$ cat config.mk
export PLATFORM = sky130hd
export DESIGN_NAME = imm_extend_pipe_flat
export DESIGN_NICKNAME = d
export VERILOG_FILES = /design/src/rtl/imm_extend_pipe_if.sv /design/src/rtl/imm_extend_pipe.sv /design/src/flat_wrapper.sv
export SDC_FILE = /design/constraint.sdc
export NUM_CORES = 1
export LEC_CHECK = 0
export CAP_MARGIN = 20
export CORE_MARGIN = 2
export CORE_UTILIZATION = 46
export DETAILED_ROUTE_END_ITERATION = 6
export PLACE_DENSITY = 0.77
export SKIP_LAST_GASP = 1
export SLEW_MARGIN = 20
export SYNTH_ARGS = -nofsm -noshare
export SYNTH_HDL_FRONTEND = slang
export SYNTH_SLANG_ARGS = --single-unit
$ cat constraint.sdc
create_clock -name clk -period 1.4 [get_ports clk]
set_input_delay 0.35 -clock clk [delete_from_list [all_inputs] [get_ports clk]]
set_output_delay 0.35 -clock clk [all_outputs]
set_load 0.02 [all_outputs]
$ cat src/rtl/imm_extend_pipe_if.sv
`default_nettype none
// ============================================================================
// Module   : imm_extend_pipe_if
// Brief    : Valid/ready bus bundle for the immediate-extension pipeline.
// Revision : 1.0 - initial release
// ============================================================================
interface imm_extend_pipe_if #(
    parameter int XLEN  = 32,
    parameter int TAG_W = 5
);
    logic             in_valid;
    logic             in_ready;
    logic [31:0]      instr;
    logic [2:0]       immsrc;
    logic [TAG_W-1:0] in_tag;
    logic             flush;
    logic             out_valid;
    logic             out_ready;
    logic [XLEN-1:0]  immext;
    logic [TAG_W-1:0] out_tag;
    logic             illegal;

    modport slave (
        input  in_valid, instr, immsrc, in_tag, flush, out_ready,
        output in_ready, out_valid, immext, out_tag, illegal
    );

    modport master (
        output in_valid, instr, immsrc, in_tag, flush, out_ready,
        input  in_ready, out_valid, immext, out_tag, illegal
    );
endinterface
`default_nettype wire

$ cat src/rtl/imm_extend_pipe.sv
`default_nettype none
// ============================================================================
// Module   : imm_extend_pipe
// Brief    : RISC-V immediate decode/extend with a two-entry skid output stage.
// Revision : 1.0 - initial release
// ============================================================================
module imm_extend_pipe #(
    parameter int XLEN  = 32,
    parameter int TAG_W = 5
) (
    input  wire logic        clk,
    input  wire logic        reset_n,
    imm_extend_pipe_if.slave bus
);
    localparam logic c_SHAMT_HI_EN = (XLEN == 64);

    logic [63:0]      w_dec_imm64;
    logic             w_dec_illegal;
    logic             w_sign;
    logic             w_accept;
    logic             w_drain;
    logic             w_unused_ok;

    logic             out_valid_q, out_valid_d;
    logic [XLEN-1:0]  out_imm_q,   out_imm_d;
    logic [TAG_W-1:0] out_tag_q,   out_tag_d;
    logic             out_ill_q,   out_ill_d;
    logic             skid_valid_q, skid_valid_d;
    logic [XLEN-1:0]  skid_imm_q,   skid_imm_d;
    logic [TAG_W-1:0] skid_tag_q,   skid_tag_d;
    logic             skid_ill_q,   skid_ill_d;
    logic             in_ready_q,   in_ready_d;

    assign w_sign      = bus.instr[31];
    assign w_unused_ok = ^{bus.instr[6:0], w_dec_imm64};

    // Everything is built at 64 bits and truncated, so one table serves both XLENs.
    always_comb begin
        w_dec_imm64   = '0;
        w_dec_illegal = 1'b0;
        case (bus.immsrc)
            3'b000:  w_dec_imm64 = {{52{w_sign}}, bus.instr[31:20]};
            3'b001:  w_dec_imm64 = {{52{w_sign}}, bus.instr[31:25], bus.instr[11:7]};
            3'b010:  w_dec_imm64 = {{51{w_sign}}, w_sign, bus.instr[7], bus.instr[30:25],
                                    bus.instr[11:8], 1'b0};
            3'b011:  w_dec_imm64 = {{43{w_sign}}, w_sign, bus.instr[19:12], bus.instr[20],
                                    bus.instr[30:21], 1'b0};
            3'b100:  w_dec_imm64 = {{32{w_sign}}, bus.instr[31:12], 12'b0};
            3'b101:  w_dec_imm64 = {59'b0, bus.instr[19:15]};
            3'b110:  w_dec_imm64 = {58'b0, c_SHAMT_HI_EN & bus.instr[25], bus.instr[24:20]};
            default: w_dec_illegal = 1'b1;
        endcase
    end

    assign w_accept = bus.in_valid && in_ready_q;
    assign w_drain  = out_valid_q && bus.out_ready;

    always_comb begin
        out_valid_d  = out_valid_q;
        out_imm_d    = out_imm_q;
        out_tag_d    = out_tag_q;
        out_ill_d    = out_ill_q;
        skid_valid_d = skid_valid_q;
        skid_imm_d   = skid_imm_q;
        skid_tag_d   = skid_tag_q;
        skid_ill_d   = skid_ill_q;
        if (bus.flush) begin
            out_valid_d  = 1'b0;
            skid_valid_d = 1'b0;
        end else if (w_drain || !out_valid_q) begin
            // OUT is free this edge; the skid entry is older than any new input.
            if (skid_valid_q) begin
                out_valid_d  = 1'b1;
                out_imm_d    = skid_imm_q;
                out_tag_d    = skid_tag_q;
                out_ill_d    = skid_ill_q;
                skid_valid_d = 1'b0;
            end else if (w_accept) begin
                out_valid_d  = 1'b1;
                out_imm_d    = w_dec_imm64[XLEN-1:0];
                out_tag_d    = bus.in_tag;
                out_ill_d    = w_dec_illegal;
            end else begin
                out_valid_d  = 1'b0;
            end
        end else if (w_accept) begin
            skid_valid_d = 1'b1;
            skid_imm_d   = w_dec_imm64[XLEN-1:0];
            skid_tag_d   = bus.in_tag;
            skid_ill_d   = w_dec_illegal;
        end
        in_ready_d = !skid_valid_d;
    end

    always_ff @(posedge clk or negedge reset_n) begin
        if (!reset_n) begin
            out_valid_q  <= 1'b0;
            out_imm_q    <= '0;
            out_tag_q    <= '0;
            out_ill_q    <= 1'b0;
            skid_valid_q <= 1'b0;
            skid_imm_q   <= '0;
            skid_tag_q   <= '0;
            skid_ill_q   <= 1'b0;
            in_ready_q   <= 1'b0;
        end else begin
            out_valid_q  <= out_valid_d;
            out_imm_q    <= out_imm_d;
            out_tag_q    <= out_tag_d;
            out_ill_q    <= out_ill_d;
            skid_valid_q <= skid_valid_d;
            skid_imm_q   <= skid_imm_d;
            skid_tag_q   <= skid_tag_d;
            skid_ill_q   <= skid_ill_d;
            in_ready_q   <= in_ready_d;
        end
    end

    assign bus.in_ready  = in_ready_q;
    assign bus.out_valid = out_valid_q;
    assign bus.immext    = out_imm_q;
    assign bus.out_tag   = out_tag_q;
    assign bus.illegal   = out_ill_q;
endmodule
`default_nettype wire

$ cat src/flat_wrapper.sv
// flat-port wrapper written by rule: the top's interface ports become plain ports
module imm_extend_pipe_flat 
#(
    parameter int XLEN  = 32,
    parameter int TAG_W = 5
)
  (clk, reset_n, bus_in_valid, bus_instr, bus_immsrc, bus_in_tag, bus_flush, bus_out_ready, bus_in_ready, bus_out_valid, bus_immext, bus_out_tag, bus_illegal);
  imm_extend_pipe_if #(.XLEN(XLEN), .TAG_W(TAG_W)) bus_i ();
  input  wire logic clk;
  input  wire logic reset_n;
  input wire logic [$bits(bus_i.in_valid)-1:0] bus_in_valid;
  input wire logic [$bits(bus_i.instr)-1:0] bus_instr;
  input wire logic [$bits(bus_i.immsrc)-1:0] bus_immsrc;
  input wire logic [$bits(bus_i.in_tag)-1:0] bus_in_tag;
  input wire logic [$bits(bus_i.flush)-1:0] bus_flush;
  input wire logic [$bits(bus_i.out_ready)-1:0] bus_out_ready;
  output wire logic [$bits(bus_i.in_ready)-1:0] bus_in_ready;
  output wire logic [$bits(bus_i.out_valid)-1:0] bus_out_valid;
  output wire logic [$bits(bus_i.immext)-1:0] bus_immext;
  output wire logic [$bits(bus_i.out_tag)-1:0] bus_out_tag;
  output wire logic [$bits(bus_i.illegal)-1:0] bus_illegal;
  assign bus_i.in_valid = bus_in_valid;
  assign bus_i.instr = bus_instr;
  assign bus_i.immsrc = bus_immsrc;
  assign bus_i.in_tag = bus_in_tag;
  assign bus_i.flush = bus_flush;
  assign bus_i.out_ready = bus_out_ready;
  assign bus_in_ready = bus_i.in_ready;
  assign bus_out_valid = bus_i.out_valid;
  assign bus_immext = bus_i.immext;
  assign bus_out_tag = bus_i.out_tag;
  assign bus_illegal = bus_i.illegal;
  imm_extend_pipe #(.XLEN(XLEN), .TAG_W(TAG_W)) u_core (.clk(clk), .reset_n(reset_n), .bus(bus_i));
endmodule
==> out/summary.txt, run 1 <==
Outcome: complete, but fails checks
Violated checks: setup timing
CTS tree: built
Routability congestion estimate: 0.8101
Synth-to-layout area growth: 38.19%
Maximum fanout along the worst path: 16
Yosys top cell by area: dfrtp_1
CP dominant cell by count: nand2_1
Die Y: 96.02 um
Routed Antenna Nets: 0
Cells after Synth: 415
Mapped cell area: 3895 um2
Largest family of logic cells by synthesized area: simple AND/OR/NAND/NOR gates
Critical-path top delay cell: or3_4
Post-synthesis simple-gate area fraction: 0.1972
Synthesized flop and latch total: 79
Remaining DRCs: 0
Share of the synthesized area in the top cell type: 0.5075
Inserted Clock Buffers: 9
Clk buf depth: 2
Worst Path Required: 1.63 ns
Crit. End Element: flip-flop
ANT cells: 0
Pwr per Cell Area: 1141 nW/um2
Placeable Area: 8217 um2
Min Tclk post-route: 1.456 ns
Max Freq: 0.6867 GHz
Hpwl dp: 6668 um
Avg WL per Cell: 17.97 um
Vias post-DR: 3617
Fin Clk Skew: 0.01703 ns
Max stage delay on crit path: 0.48 ns
Critical path type: flip-flop to flip-flop
Initial DRT Pass Iterations: 5
CP Launch Type: flip-flop
Pre-CTS setup slack: -0.8182 ns
Total global routing overflow: 0
Synthesis warning total: 0
Commonest cells after routing, fill and taps aside: nand2_1 (95), dfrtp_1 (76), a21oi_1 (37)
DR vias/cell: 5.760
Final worst slack: -0.05619 ns
Seq/Total Area, Yosys: 0.5075
Syn avg cell area: 9.386 um2
Setup TNS Final: -0.8437 ns
Worst vdd ir: 0.6230 mV
Final wirelength: 11280 um
Horiz. Die Dim: 96.02 um
Fin. max-slew vios: 0
Clock Latency Late Sink: 0.36 ns
Total Routing Usage GR: 0.2387
Final net count: 563
Clk slew on worst S/H paths: 0.09 ns
Xor/xnor cell area share of the yosys netlist: 0.007067
Area contributors post-synth: dfrtp_1 (51%), nand2_1 (9.2%), o21ai_0 (5.7%), a21oi_1 (4.8%), mux2_2 (3.5%)
Yosys cell types: 36
Initial antenna violation count: 0
CTS H-Tree Depth: 3
Slew at the pin with the worst max-slew slack: 0.4383 ns
Final setup fails: 30
RSZ-0062 raised after global routing: true
Compound-Gate Fraction of Synth Area: 0.1574
Layout cells sized above 1: 0.2792
Die area: 9220 um2
# rows: 33
Worst-path cell chain: nand2_1, or3_4, clkbuf_16, nand2_1, o21ai_1
Lkg Pwr: 2.452 nW
Hold WS: 0.3435 ns
First-pass GRT wire length: 16960 um
Post-synthesis mux area share: 0.08224
Iteration-0 DRC Markers: 266
Worst path arrival time: 1.69 ns
Vias in the first global route: 3392
Number of fill cells in the layout: 613
Largest net degree at the start of global routing: 60
Root buf cell: clkbuf_8
Max cap viols: 0
Top FF cell, synth: dfrtp_1
Slew margin rel.: 0.7078
Initial Utilization: 0.4740
Port Buffers: 77
Commonest non-fill, non-tap cell in the layout: nand2_1
Fin. Hold Viols: 0
Fin crit share: 1.040
Net Count, Synth: 460
Post-synth ARST share: 1.000
Worst hold-check path type: input pin to flip-flop
Post-synth EDFFs: 0
CTS sink cnt: 79
Adder-cell share of the synthesized area: 0
Number of top-level pins: 85
==> path summary, 6_finish.rpt <==
path	startpoint	to	slack (ns)	depth (start not counted)
setup / recovery	u_core.bus.in_ready$_DFF_PN0_	u_core.skid_imm_q[23]$_DFFE_PN0P_	-0.06	5
hold reg to reg	u_core.skid_imm_q[11]$_DFFE_PN0P_	u_core.skid_imm_q[11]$_DFFE_PN0P_	0.49	2
setup reg to reg	u_core.bus.in_ready$_DFF_PN0_	u_core.skid_imm_q[23]$_DFFE_PN0P_	-0.06	5
min in group asynchronous	reset_n	u_core.skid_imm_q[3]$_DFFE_PN0P_	0.47	2
hold / removal	bus_flush	u_core.bus.out_valid$_DFFE_PN0N_	0.34	2
max in group asynchronous	reset_n	u_core.skid_imm_q[20]$_DFFE_PN0P_	0.43	3
==> synth_stat cells (2+ instances only) <==
library cell and number:
nor3b_1 6, or3_1 2, buf_2 16, mux2_2 12
o211ai_2 2, nor2_1 10, nand3_1 21, nand2b_1 4
clkbuf_1 12, o21ai_1 7, nand3b_1 14, o211ai_1 11
buf_6 3, a22oi_1 4, o21ai_0 44, nand2_1 95
inv_1 2, a21oi_1 37, mux2i_1 11, buf_1 2
mux2_4 5, buf_4 2, nor2b_1 2, dfrtp_1 79
==> routing by layer <==
layer | share of wire | GRT usage
met5 | 0 | 0
met4 | 0.021 | 0.07024
met3 | 0.073 | 0.05325
met2 | 0.49 | 0.3848
met1 | 0.42 | 0.3235
==> critical path: cells and delay by family, from the launching register on <==
kind                   cells  cell delay [ns]
AOI/OAI and AO/OA          1             0.07
DFF                        1             0.39
buffers and inverters      1             0.22
and+or+nand+nor            3             0.65
==> stage by stage <==
stage	util	total power (W)	std cells	area, um2
5_1_grt	0.6551	0.006487	628	5383
4_1_cts	0.6505	0.006175	622	5345
3_5_place_dp	0.6053	0.004572	596	4974
6_report	0.6551	0.006143	628	5383
3_3_place_gp	0.6053	0.004503	596	4974
2_1_floorplan	-	0.003750	415	3908
==> kinds of logic after synthesis <==
| kind of cell | count (synthesis) |
|---|---|
| XOR/XNOR | 1 |
| AO/OA/AOI/OAI | 109 |
| AND/OR/NAND/NOR | 161 |
| flip-flops | 79 |
| buffers and inverters | 37 |
| multiplexers | 28 |
==> power breakdown <==
group,switching (W),internal (W)
Combinational,0.000865,0.000745
Clock,0.000931,0.000678
Sequential,0.000237,0.00269
Total,0.00203,0.00411
==> state kept, by name (all words and copies together) (netlist names) <==
| register | flops |
|---|---|
| u_core.bus.in_ready | 1 |
| u_core.bus.out_valid | 1 |
| u_core.skid_valid_q | 1 |
| u_core.bus.immext | 32 |
| u_core.bus.illegal | 1 |
| u_core.bus.out_tag | 5 |
| u_core.skid_ill_q | 1 |
| u_core.skid_tag_q | 5 |
| u_core.skid_imm_q | 32 |
==> cell type report <==
class / instances / area, um2 / share of cell area
clock inverters: 7 / 61.31 / 0.01139
flip-flops and latches: 79 / 1981 / 0.3680
multi-input cells: 299 / 1831 / 0.3401
well taps: 105 / 131.4 / 0.02441
clock buffers: 9 / 123.9 / 0.02301
repair buffers: 127 / 1247 / 0.2318
inverters: 2 / 7.507 / 0.001395
==> repair_timing <==
item | CTS | global route
resized for setup | 137 | 54
hold buffers | 1 | 0
gates cloned | 2 | 5
setup endpoints to repair | 106 | 82
endpoints found under the hold margin | 27 | 0
pin swaps | 3 | 7
buffers inserted | 7 | 3
Note: power is estimated with default switching activity, not from simulation.
==> run 2: changes to the inputs <==
Settings changed: CORE_UTILIZATION 46 to 33, PLACE_DENSITY 0.77 to not set.
Clock period 1.4 ns to 1.8 ns, I/O delays scaled along.
==> run 2 against run 1 <==
Effect of this change:
- the run now ends clean
- sequential cell count unchanged
- clock-buffer cell count up 1
- register-to-register slack better by 0.40 ns
- die area up 38%
- clock power up 4%
- total power down 16%
- worst hold slack worse by 0.25 ns
- largest power group unchanged
==> out/summary.txt, run 2 (same netlist as run 1, synthesis figures left out) <==
# hold bufs at CTS: 0 (was 1)
Pre-CTS setup slack: -0.5904 ns (was -0.8182 ns)
Root buf cell: clkbuf_16 (was clkbuf_8)
Clk buf depth: 2 (unchanged)
Clk slew on worst S/H paths: 0.07 ns (was 0.09 ns)
Worst path arrival time: 1.32 ns (was 1.69 ns)
Max cap viols: 0 (unchanged)
Total global routing overflow: 0 (unchanged)
Slew margin rel.: 0.6551 (was 0.7078)
CTS H-Tree Depth: 3 (unchanged)
Final net count: 541 (was 563)
Fin. Hold Viols: 0 (unchanged)
CP Launch Type: flip-flop (unchanged)
Iteration-0 DRC Markers: 192 (was 266)
Port Buffers: 77 (unchanged)
Vias post-DR: 3253 (was 3617)
Outcome: finished clean (was complete, but fails checks)
Die Y: 112.6 um (was 96.02 um)
Initial Utilization: 0.3397 (was 0.4740)
Avg WL per Cell: 15.71 um (was 17.97 um)
Worst hold-check path type: input pin to async pin (was input pin to flip-flop)
Worst Path Required: 1.35 ns (was 1.63 ns)
Maximum fanout along the worst path: 2 (was 16)
Number of fill cells in the layout: 1088 (was 613)
Vias in the first global route: 3255 (was 3392)
Initial antenna violation count: 0 (unchanged)
Fin. max-slew vios: 0 (unchanged)
DR vias/cell: 5.051 (was 5.760)
Worst vdd ir: 0.4505 mV (was 0.6230 mV)
Worst setup path startpoint: u_core.bus.immext[23]$_DFFE_PN0P_ (was u_core.bus.in_ready$_DFF_PN0_)
Crit. End Element: output pin (was flip-flop)
Worst flop-to-flop path startpoint: u_core.bus.out_valid$_DFFE_PN0N_ (was u_core.bus.in_ready$_DFF_PN0_)
# rows: 39 (was 33)
Final setup fails: 0 (was 30)
Hold WS: 0.09504 ns (was 0.3435 ns)
Worst Path Buf+Inv: 1 (unchanged)
Placeable Area: 11470 um2 (was 8217 um2)
Critical path type: flip-flop to output pin (was flip-flop to flip-flop)
Min Tclk post-route: 1.768 ns
Die area: 12690 um2 (was 9220 um2)
CTS sink cnt: 79 (unchanged)
Horiz. Die Dim: 112.6 um (was 96.02 um)
Synth-to-layout area growth: 36.07% (was 38.19%)
Slew at the pin with the worst max-slew slack: 0.5174 ns (was 0.4383 ns)
Inserted Clock Buffers: 9 (unchanged)
Fin crit share: 0.9820
Final worst slack: 0.03235 ns (was -0.05619 ns)
Routability congestion estimate: 0.7526 (was 0.8101)
Clock Latency Late Sink: 0.33 ns (was 0.36 ns)
Fin Clk Skew: 0.01022 ns (was 0.01703 ns)
CTS tree: built (unchanged)
Hpwl dp: 6915 um (was 6668 um)
Largest net degree at the start of global routing: 65 (was 60)
First-pass GRT wire length: 16800 um (was 16960 um)
Commonest cells after routing, fill and taps aside: nand2_1 (95), dfrtp_1 (78), clkdlybuf4s50_1 (61) (was nand2_1 (95), dfrtp_1 (76), a21oi_1 (37))
RSZ-0062 raised after global routing: false (was true)
Pwr per Cell Area: 974.7 nW/um2 (was 1141 nW/um2)
Routed Antenna Nets: 0 (unchanged)
Total Routing Usage GR: 0.1646 (was 0.2387)
Max stage delay on crit path: 0.62 ns (was 0.48 ns)
Final wirelength: 10120 um (was 11280 um)
Lkg Pwr: 2.390 nW (was 2.452 nW)
Critical-path top delay cell: clkdlybuf4s50_1 (was or3_4)
Max Freq: 0.5657 GHz
Commonest non-fill, non-tap cell in the layout: nand2_1 (unchanged)
Number of top-level pins: 85 (unchanged)
Remaining DRCs: 0 (unchanged)
Layout cells sized above 1: 0.1477 (was 0.2792)
Initial DRT Pass Iterations: 4 (was 5)
Top cell family by delay on the critical path: buffers and inverters (was simple AND/OR/NAND/NOR gates)
Worst-path cell chain: clkdlybuf4s50_1 (was nand2_1, or3_4, clkbuf_16, nand2_1, o21ai_1)
ANT cells: 0 (unchanged)
run 2: cell types whose count changed in the layout (fill, tap and decap cells not counted), sizes merged, moves of 2 or more:
| cell | delta |
|---|---|
| buf | -28 |
| dlymetal6s2s | +11 |
| inv | -2 |
| clkbuf | -21 |
| dlygate4sd2 | -2 |
| clkdlybuf4s15 | -14 |
| clkinv | +2 |
| clkdlybuf4s50 | +34 |
run 2: area by class of cell:
type / count / area [um2] / area share
repair buffers: 105 / 1105 / 0.2085
clock inverters: 6 / 43.79 / 0.008263
flip-flops and latches: 79 / 1978 / 0.3732
inverters: 2 / 7.507 / 0.001416
clock buffers: 10 / 229.0 / 0.04320
multi-input cells: 299 / 1758 / 0.3317
well taps: 143 / 178.9 / 0.03376
run 2: what timing repair did:
item,CTS,global route
endpoints found under the setup margin,28,32
setup buffers,0,1
hold endpoints to repair,0,0
cloned,0,0
pin swaps,0,1
resized for setup,6,15
run 2: path summary, 6_finish.rpt:
check | to | slack (ns) | cells past startpoint
min in group clk | u_core.bus.out_tag[1]$_DFFE_PN0P_ | 0.48 | 2
setup reg to reg | u_core.skid_imm_q[21]$_DFFE_PN0P_ | 0.34 | 5
max in group asynchronous | u_core.skid_imm_q[25]$_DFFE_PN0P_ | 1.18 | 2
hold / removal | u_core.skid_imm_q[6]$_DFFE_PN0P_ | 0.1 | 1
setup / recovery | bus_immext[23] | 0.03 | 1
hold reg to reg | u_core.bus.out_tag[1]$_DFFE_PN0P_ | 0.48 | 2
run 2: metal layers:
layer	routed length, um	vias up	GRT usage
li1	-	1591	-
met1	4739	1564	0.2260
met2	4728	84	0.2579
met3	502	14	0.03726
met4	147	0	0.05528
met5	0	-	0
run 2: through the flow:
step / setup TNS (ns) / utilization / instance area (um2) / std cells / power [W]
4_1_cts: -0.04957 / 0.4565 / 5235 / 643 / 0.005238
6_report: 0 / 0.4622 / 5300 / 644 / 0.005166
5_1_grt: 0 / 0.4622 / 5300 / 644 / 0.005458
3_3_place_gp: -19.58 / 0.4324 / 4959 / 627 / 0.003507
2_1_floorplan: 0 / - / 3895 / 415 / 0.002915
3_5_place_dp: -21.74 / 0.4324 / 4959 / 627 / 0.003546
run 2: where the power goes:
group | internal (W) | switching, W | total (W)
registers | 0.00209 | 0.000175 | 0.00227
clock network | 0.000941 | 0.000733 | 0.00167
logic | 0.000602 | 0.000622 | 0.00122
total | 0.00364 | 0.00153 | 0.00517
